## src/rtl/mo_linebuf_pkg.sv

```systemverilog
// Shared definitions for the motion-object line-buffer controller.
//  LB_XW / LB_PW / LB_TRANSP : default X width, pixel width, transparent code
//  wr_state_t : write-side read-modify-write states
//  rd_state_t : scan-out / clear-behind-beam states
//  bank_t     : bank-select encoding (value of wr_bank)
package mo_linebuf_pkg;

    localparam int LB_XW     = 8;
    localparam int LB_PW     = 4;
    localparam int LB_TRANSP = 0;

    typedef enum logic [1:0] {
        IDLE = 2'd0,
        CHK  = 2'd1,
        WR   = 2'd2
    } wr_state_t;

    typedef enum logic {
        RD  = 1'b0,
        CLR = 1'b1
    } rd_state_t;

    typedef enum logic {
        BANK0 = 1'b0,
        BANK1 = 1'b1
    } bank_t;

    function automatic bank_t other_bank(input bank_t b);
        return (b == BANK0) ? BANK1 : BANK0;
    endfunction

endpackage

```

## src/rtl/mo_lb_port_mux.sv

```systemverilog
// Two-bank port steering for the line-buffer RAMs.
//  clk, reset_n        : clock, asynchronous active-low reset
//  wr_bank_reg         : bank currently owned by the write FSM (selects read-data return)
//  wr_bank_next        : bank the write FSM owns next clock (selects registered port values)
//  wr_*_next/rd_*_next : next-clock address / data / write strobe from each FSM
//  bank_a/i/w_n        : registered RAM port outputs, index = bank number
//  bank_d              : RAM read data, index = bank number
//  wr_d / rd_d         : read data returned to the write FSM / read FSM
module mo_lb_port_mux
    import mo_linebuf_pkg::*;
#(
    parameter int XW = LB_XW,
    parameter int PW = LB_PW
) (
    input  logic                 clk,
    input  logic                 reset_n,
    input  bank_t                wr_bank_reg,
    input  bank_t                wr_bank_next,
    input  logic [XW-1:0]        wr_a_next,
    input  logic [PW-1:0]        wr_i_next,
    input  logic                 wr_w_n_next,
    input  logic [XW-1:0]        rd_a_next,
    input  logic [PW-1:0]        rd_i_next,
    input  logic                 rd_w_n_next,
    output logic [1:0][XW-1:0]   bank_a,
    output logic [1:0][PW-1:0]   bank_i,
    output logic [1:0]           bank_w_n,
    input  logic [1:0][PW-1:0]   bank_d,
    output logic [PW-1:0]        wr_d,
    output logic [PW-1:0]        rd_d
);

    // Steering happens before the register stage, keyed by the next owner,
    // so every RAM pin comes straight off a flop and a swap cannot glitch a strobe.
    genvar gi;
    generate
        for (gi = 0; gi < 2; gi++) begin : g_bank
            localparam bank_t OWN = (gi == 0) ? BANK0 : BANK1;
            logic [XW-1:0] a_reg;
            logic [PW-1:0] i_reg;
            logic          w_n_reg;

            always_ff @(posedge clk or negedge reset_n) begin
                if (!reset_n) begin
                    a_reg   <= '0;
                    i_reg   <= '0;
                    w_n_reg <= 1'b1;
                end else if (wr_bank_next == OWN) begin
                    a_reg   <= wr_a_next;
                    i_reg   <= wr_i_next;
                    w_n_reg <= wr_w_n_next;
                end else begin
                    a_reg   <= rd_a_next;
                    i_reg   <= rd_i_next;
                    w_n_reg <= rd_w_n_next;
                end
            end

            assign bank_a[gi]   = a_reg;
            assign bank_i[gi]   = i_reg;
            assign bank_w_n[gi] = w_n_reg;
        end
    endgenerate

    assign wr_d = (wr_bank_reg == BANK0) ? bank_d[0] : bank_d[1];
    assign rd_d = (wr_bank_reg == BANK0) ? bank_d[1] : bank_d[0];

endmodule

```

## src/rtl/mo_linebuf_ctrl.sv

```systemverilog
// Ping-pong controller for the two motion-object line-buffer RAMs.
// One bank collects the next scanline (first opaque pixel per X wins, via
// read-modify-write); the other is scanned to video and cleared behind the beam.
//  clk, reset_n              : clock, asynchronous active-low reset
//  line_start                : swap pulse at start of hblank
//  wr_valid/wr_ready/wr_x/wr_pix : pixel write handshake from the MO generator
//  pix_en / pix_out          : video pixel strobe / registered video pixel
//  bankN_a/i/w_n/d           : RAM ports for bank 0 and bank 1
module mo_linebuf_ctrl
    import mo_linebuf_pkg::*;
#(
    parameter int            XW     = LB_XW,
    parameter int            PW     = LB_PW,
    parameter logic [PW-1:0] TRANSP = PW'(LB_TRANSP)
) (
    input  logic          clk,
    input  logic          reset_n,
    input  logic          line_start,
    input  logic          wr_valid,
    output logic          wr_ready,
    input  logic [XW-1:0] wr_x,
    input  logic [PW-1:0] wr_pix,
    input  logic          pix_en,
    output logic [PW-1:0] pix_out,
    output logic [XW-1:0] bank0_a,
    output logic [PW-1:0] bank0_i,
    output logic          bank0_w_n,
    input  logic [PW-1:0] bank0_d,
    output logic [XW-1:0] bank1_a,
    output logic [PW-1:0] bank1_i,
    output logic          bank1_w_n,
    input  logic [PW-1:0] bank1_d
);

    wr_state_t     wr_state_reg, wr_state_next;
    rd_state_t     rd_state_reg, rd_state_next;
    bank_t         wr_bank_reg,  wr_bank_next;
    logic [XW-1:0] x_reg,        x_next;
    logic [PW-1:0] pix_reg,      pix_next;
    logic [XW-1:0] rd_x_reg,     rd_x_next;
    logic [PW-1:0] pix_out_reg,  pix_out_next;
    logic          ready_en_reg;

    logic [XW-1:0] wr_a_next, rd_a_next;
    logic [PW-1:0] wr_i_next;
    logic          wr_w_n_next, rd_w_n_next;
    logic [PW-1:0] wr_d, rd_d;

    logic [1:0][XW-1:0] bank_a;
    logic [1:0][PW-1:0] bank_i;
    logic [1:0]         bank_w_n;
    logic [1:0][PW-1:0] bank_d;

    always_ff @(posedge clk or negedge reset_n) begin
        if (!reset_n) begin
            wr_state_reg <= IDLE;
            rd_state_reg <= RD;
            wr_bank_reg  <= BANK0;
            x_reg        <= '0;
            pix_reg      <= TRANSP;
            rd_x_reg     <= '0;
            pix_out_reg  <= TRANSP;
            ready_en_reg <= 1'b0;
        end else begin
            wr_state_reg <= wr_state_next;
            rd_state_reg <= rd_state_next;
            wr_bank_reg  <= wr_bank_next;
            x_reg        <= x_next;
            pix_reg      <= pix_next;
            rd_x_reg     <= rd_x_next;
            pix_out_reg  <= pix_out_next;
            ready_en_reg <= 1'b1;
        end
    end

    always_comb begin
        wr_state_next = wr_state_reg;
        rd_state_next = rd_state_reg;
        wr_bank_next  = wr_bank_reg;
        x_next        = x_reg;
        pix_next      = pix_reg;
        rd_x_next     = rd_x_reg;
        pix_out_next  = pix_out_reg;
        wr_a_next     = x_reg;
        wr_i_next     = TRANSP;
        wr_w_n_next   = 1'b1;
        rd_w_n_next   = 1'b1;
        // ready_en_reg keeps wr_ready low until the first clock out of reset;
        // line_start blocks acceptance because the bank is changing under us.
        wr_ready = ready_en_reg && (wr_state_reg == IDLE) && !line_start;

        if (line_start) begin
            // Swap dominates everything: a pending RMW is dropped without writing.
            wr_bank_next  = other_bank(wr_bank_reg);
            wr_state_next = IDLE;
            rd_state_next = RD;
            rd_x_next     = '0;
        end else begin
            case (wr_state_reg)
                IDLE: begin
                    if (wr_valid && wr_ready) begin
                        x_next    = wr_x;
                        pix_next  = wr_pix;
                        wr_a_next = wr_x;
                        if (wr_pix != TRANSP) begin
                            wr_state_next = CHK;
                        end
                    end
                end
                CHK: begin
                    // Only an empty slot may be filled: earlier objects have priority.
                    if (wr_d == TRANSP) begin
                        wr_state_next = WR;
                        wr_i_next     = pix_reg;
                        wr_w_n_next   = 1'b0;
                    end else begin
                        wr_state_next = IDLE;
                    end
                end
                default: wr_state_next = IDLE;
            endcase

            case (rd_state_reg)
                RD: begin
                    if (pix_en) begin
                        pix_out_next  = rd_d;
                        rd_state_next = CLR;
                        rd_w_n_next   = 1'b0;
                    end
                end
                CLR: begin
                    rd_x_next     = rd_x_reg + XW'(1);
                    rd_state_next = RD;
                end
            endcase
        end
        rd_a_next = rd_x_next;
    end

    mo_lb_port_mux #(
        .XW (XW),
        .PW (PW)
    ) u_port_mux (
        .clk          (clk),
        .reset_n      (reset_n),
        .wr_bank_reg  (wr_bank_reg),
        .wr_bank_next (wr_bank_next),
        .wr_a_next    (wr_a_next),
        .wr_i_next    (wr_i_next),
        .wr_w_n_next  (wr_w_n_next),
        .rd_a_next    (rd_a_next),
        .rd_i_next    (TRANSP),
        .rd_w_n_next  (rd_w_n_next),
        .bank_a       (bank_a),
        .bank_i       (bank_i),
        .bank_w_n     (bank_w_n),
        .bank_d       (bank_d),
        .wr_d         (wr_d),
        .rd_d         (rd_d)
    );

    assign bank_d[0] = bank0_d;
    assign bank_d[1] = bank1_d;
    assign bank0_a   = bank_a[0];
    assign bank0_i   = bank_i[0];
    assign bank0_w_n = bank_w_n[0];
    assign bank1_a   = bank_a[1];
    assign bank1_i   = bank_i[1];
    assign bank1_w_n = bank_w_n[1];
    assign pix_out   = pix_out_reg;

endmodule
```

## config.mk

```make
export PLATFORM = sky130hd
export DESIGN_NAME = mo_linebuf_ctrl
export DESIGN_NICKNAME = d
export VERILOG_FILES = /design/src/rtl/mo_linebuf_pkg.sv /design/src/rtl/mo_lb_port_mux.sv /design/src/rtl/mo_linebuf_ctrl.sv
export SDC_FILE = /design/constraint.sdc
export NUM_CORES = 1
export LEC_CHECK = 0
export BUFFER_PORTS_ARGS = -buffer_cell sky130_fd_sc_hd__buf_2
export CORE_MARGIN = 2
export CORE_UTILIZATION = 57
export DETAILED_ROUTE_END_ITERATION = 8
export GPL_ROUTABILITY_DRIVEN = 1
export GPL_TIMING_DRIVEN = 0
export PLACE_DENSITY = 0.82
export SYNTH_ARGS = -nofsm -noshare
export SYNTH_HDL_FRONTEND = slang
export SYNTH_HIERARCHICAL = 1
export SYNTH_SLANG_ARGS = --single-unit
```

## constraint.sdc

```tcl
create_clock -name clk -period 5.98 [get_ports clk]
set_input_delay 0.299 -clock clk [delete_from_list [all_inputs] [get_ports clk]]
set_output_delay 0.299 -clock clk [all_outputs]
set_load 0.03 [all_outputs]
```

==> results.json <==
{
  "cp.required_ps": 6220,
  "drc": 0,
  "syn-cell-area_mm2": 0.00243,
  "worst_pin_slew_ps": 1160,
  "cts_setup_buffers": 0,
  "regToRegSetupSlack_ps": 3790,
  "grt_start_max_net_pins": 56,
  "gp_congestion": 0.797,
  "grt_pass1_vias": 1435,
  "nFillCells": 288,
  "finalSetupViolCount": 0,
  "cp_common_cell": "mux2_2",
  "synth_common_cells": "dfrtp_1 (53), mux2_4 (29), mux2_2 (21), nor2_1 (6)",
  "syn-instance-count": 157,
  "slew_headroom_pct": 22.5,
  "cts_buffer_depth": 2,
  "busiest_layer": "met2",
  "nNetsFinal": 252,
  "r2r-end": "u_port_mux/g_bank[0].w_n_reg",
  "portBuffers": 55,
  "firstDrtPassIters": 4,
  "rsz0062_at_grt": "false",
  "finalCritPeriodShare_pct": 36.6,
  "boundaryPins": 56,
  "drt-total-wl_um": 3870,
  "synth_most_common_cell": "dfrtp_1",
  "drv_cap": 0,
  "largest_reg_flops": 16,
  "synth_top_cell_by_area": "dfrtp_1",
  "slowest_delay_ps": 500,
  "drt_iter0_drc": 55,
  "use_met3_pct": 5.23,
  "r2r_cells": 6,
  "cts_root_buffer": "clkbuf_8",
  "hold_class": "input pin to asynchronous set/reset pin",
  "crit_fanout": 8,
  "htree_levels": 2,
  "dpl_worst_slack_ps": 3820,
  "crit_path_end_kind": "register",
  "antenna_found_initial": 0,
  "async_reset_ff_share_pct": 100,
  "cts_tree": "built",
  "overflow": 0,
  "cp.depth": 6,
  "place_hpwl_um": 2760,
  "syn2layout_area_growth_pct": 18.3,
  "hold_viol": 0,
  "grtUsageTotal_pct": 17.3,
  "post-route-min-period_ps": 2190,
  "met2_usage_pct": 29.4,
  "critPathCapture": "u_port_mux/g_bank[0].w_n_reg",
  "synth.ff_latch_count": 55,
  "maxSlewViolCount": 0,
  "path_class": "register to register",
  "crit_buf_inv": 2,
  "diodes": 0,
  "vias": 1386,
  "synth_edf_count": 0,
  "peakVddDrop_mv": 0.255,
  "ant_nets": 0,
  "status": "finished, final reports clean",
  "rows": 23,
  "ys_warn_count": 6,
  "netlist.area_leader.share_pct": 54.5,
  "clk_latency_ps": 300,
  "cpMaxStageDelayCell": "or4b_4",
  "crit_arrival_ps": 2430,
  "dp_cells": 269,
  "use_met1_pct": 20.7,
  "power.leakage_nw": 1.46,
  "die_area_mm2": 0.00481,
  "synth_cell_types": 28,
  "clkSinkCount": 55,
  "yosysSeqAreaShare_pct": 56.6,
  "ys.flop_type": "dfrtp_1",
  "synth_area_per_cell_um2": 15.5,
  "layout.area.seq_mm2": 0.00138,
  "post_cts_resized": 0,
  "drive_gt1_share_pct": 55.9,
  "start_kind": "register",
  "wire_per_inst_um": 14.0,
  "cp-startpoint": "wr_bank_reg",
  "vias_per_cell": 5.00,
  "clkTransAtPathRegs_ps": 90,
  "setup_slack_ps": 3790,
  "fin_hold_ws_ps": 232,
  "coreArea_mm2": 0.00406,
  "grt_pass1_wl_um": 6530,
  "power_per_cell_area_mw_per_mm2": 425,
  "setup_tns_ps": 0,
  "stdcell_count": 277,
  "skew_ps": 7.03,
  "timing.rr.start": "wr_bank_reg",
  "critPathTopFamily": "simple AND/OR/NAND/NOR gates",
  "initial_core_util_pct": 60.0,
  "crit_chain": "buf_2 > mux2_2 > or4b_4 > nor4_4 > inv_1 > mux2_2",
  "cts.hold.buffers_added": 0,
  "multi_input_area_um2": 982,
  "clock.fmax_mhz": 457,
  "synthTopCellsByArea": "dfrtp_1 (54%), mux2_4 (18%), mux2_2 (9.7%)",
  "cts-buffers-inserted": 5,
  "die_x_um": 69.4,
  "chipHeight_um": 69.4
}
[layout by cell type (no fill, tap or decap), types with 3 or more instances in the layout]
master	Yosys	final
dfrtp_1	53	53
or3_1	3	3
nand4_1	4	4
mux2_4	29	29
buf_2	3	58
xor2_1	4	4
nor2_1	6	6
o21ai_0	3	3
clkbuf_8	0	5
and2_1	4	4
mux2_2	21	21
conb_1	2	9
a21oi_1	3	3
[kinds of logic after synthesis]
group | after synthesis | share of synthesized area, %
AOI/OAI and AO/OA | 6 | 1.23
xor gates and xnor gates | 5 | 1.80
adders and majority gates | 1 | 0.514
buffers and inverters | 11 | 4.11
DFF | 55 | 56.6
muxes | 51 | 28.0
other | 2 | 0.308
and+or+nand+nor | 26 | 7.40
[worst register-to-register path, stage by stage, from the launching register on]
cell and delay [ps]:
dfrtp_1 370, buf_2 210, mux2_2 370, or4b_4 500, nor4_4 290, inv_1 110, mux2_2 280
[routing by layer]
layer,wire [µm],share of wire [%],vias up
met3,218,5.6,6
met5,0,0,-
li1,-,-,677
met1,1710,44,660
met2,1890,49,43
met4,62,1.6,0
[layout make-up]
class,count,share of cell area [%]
timing repair buffer,55,9.56
multi-input combinational,98,34.1
clock inverter,1,0.174
clock buffer,7,2.65
sequential,55,47.9
tap,50,2.17
inverter,2,0.261
buffer,9,3.21
[worst min path at each step]
| stage | cells past startpoint | end | slack, ps |
|---|---|---|---|
| 2_1_floorplan | 0 | pix_out[0] | 3 |
| 4_1_cts | 2 | x_reg[2] | 230 |
| 3_5_place_dp | 1 | wr_bank_reg | 480 |
| 5_1_grt | 2 | x_reg[1] | 230 |
| 3_3_place_gp | 1 | pix_reg[1] | 480 |
| 6_report | 1 | u_port_mux/g_bank[1].i_reg[1] | 230 |
[where the power goes]
group | total, mW | switching, mW | internal (mW)
clock network | 0.191 | 0.109 | 0.0824
registers | 0.491 | 0.0268 | 0.464
logic | 0.543 | 0.290 | 0.253
total | 1.22 | 0.426 | 0.799
[metrics by stage]
step	total power, mW	util (%)	area (µm²)
after floorplan	0.929	-	2460
after global placement	1.04	69.0	2800
after detailed placement	1.05	69.0	2800
after CTS	1.24	71.0	2880
after global routing	1.29	71.0	2880
final	1.22	71.0	2880
Note: power is estimated with default switching activity, not from simulation.
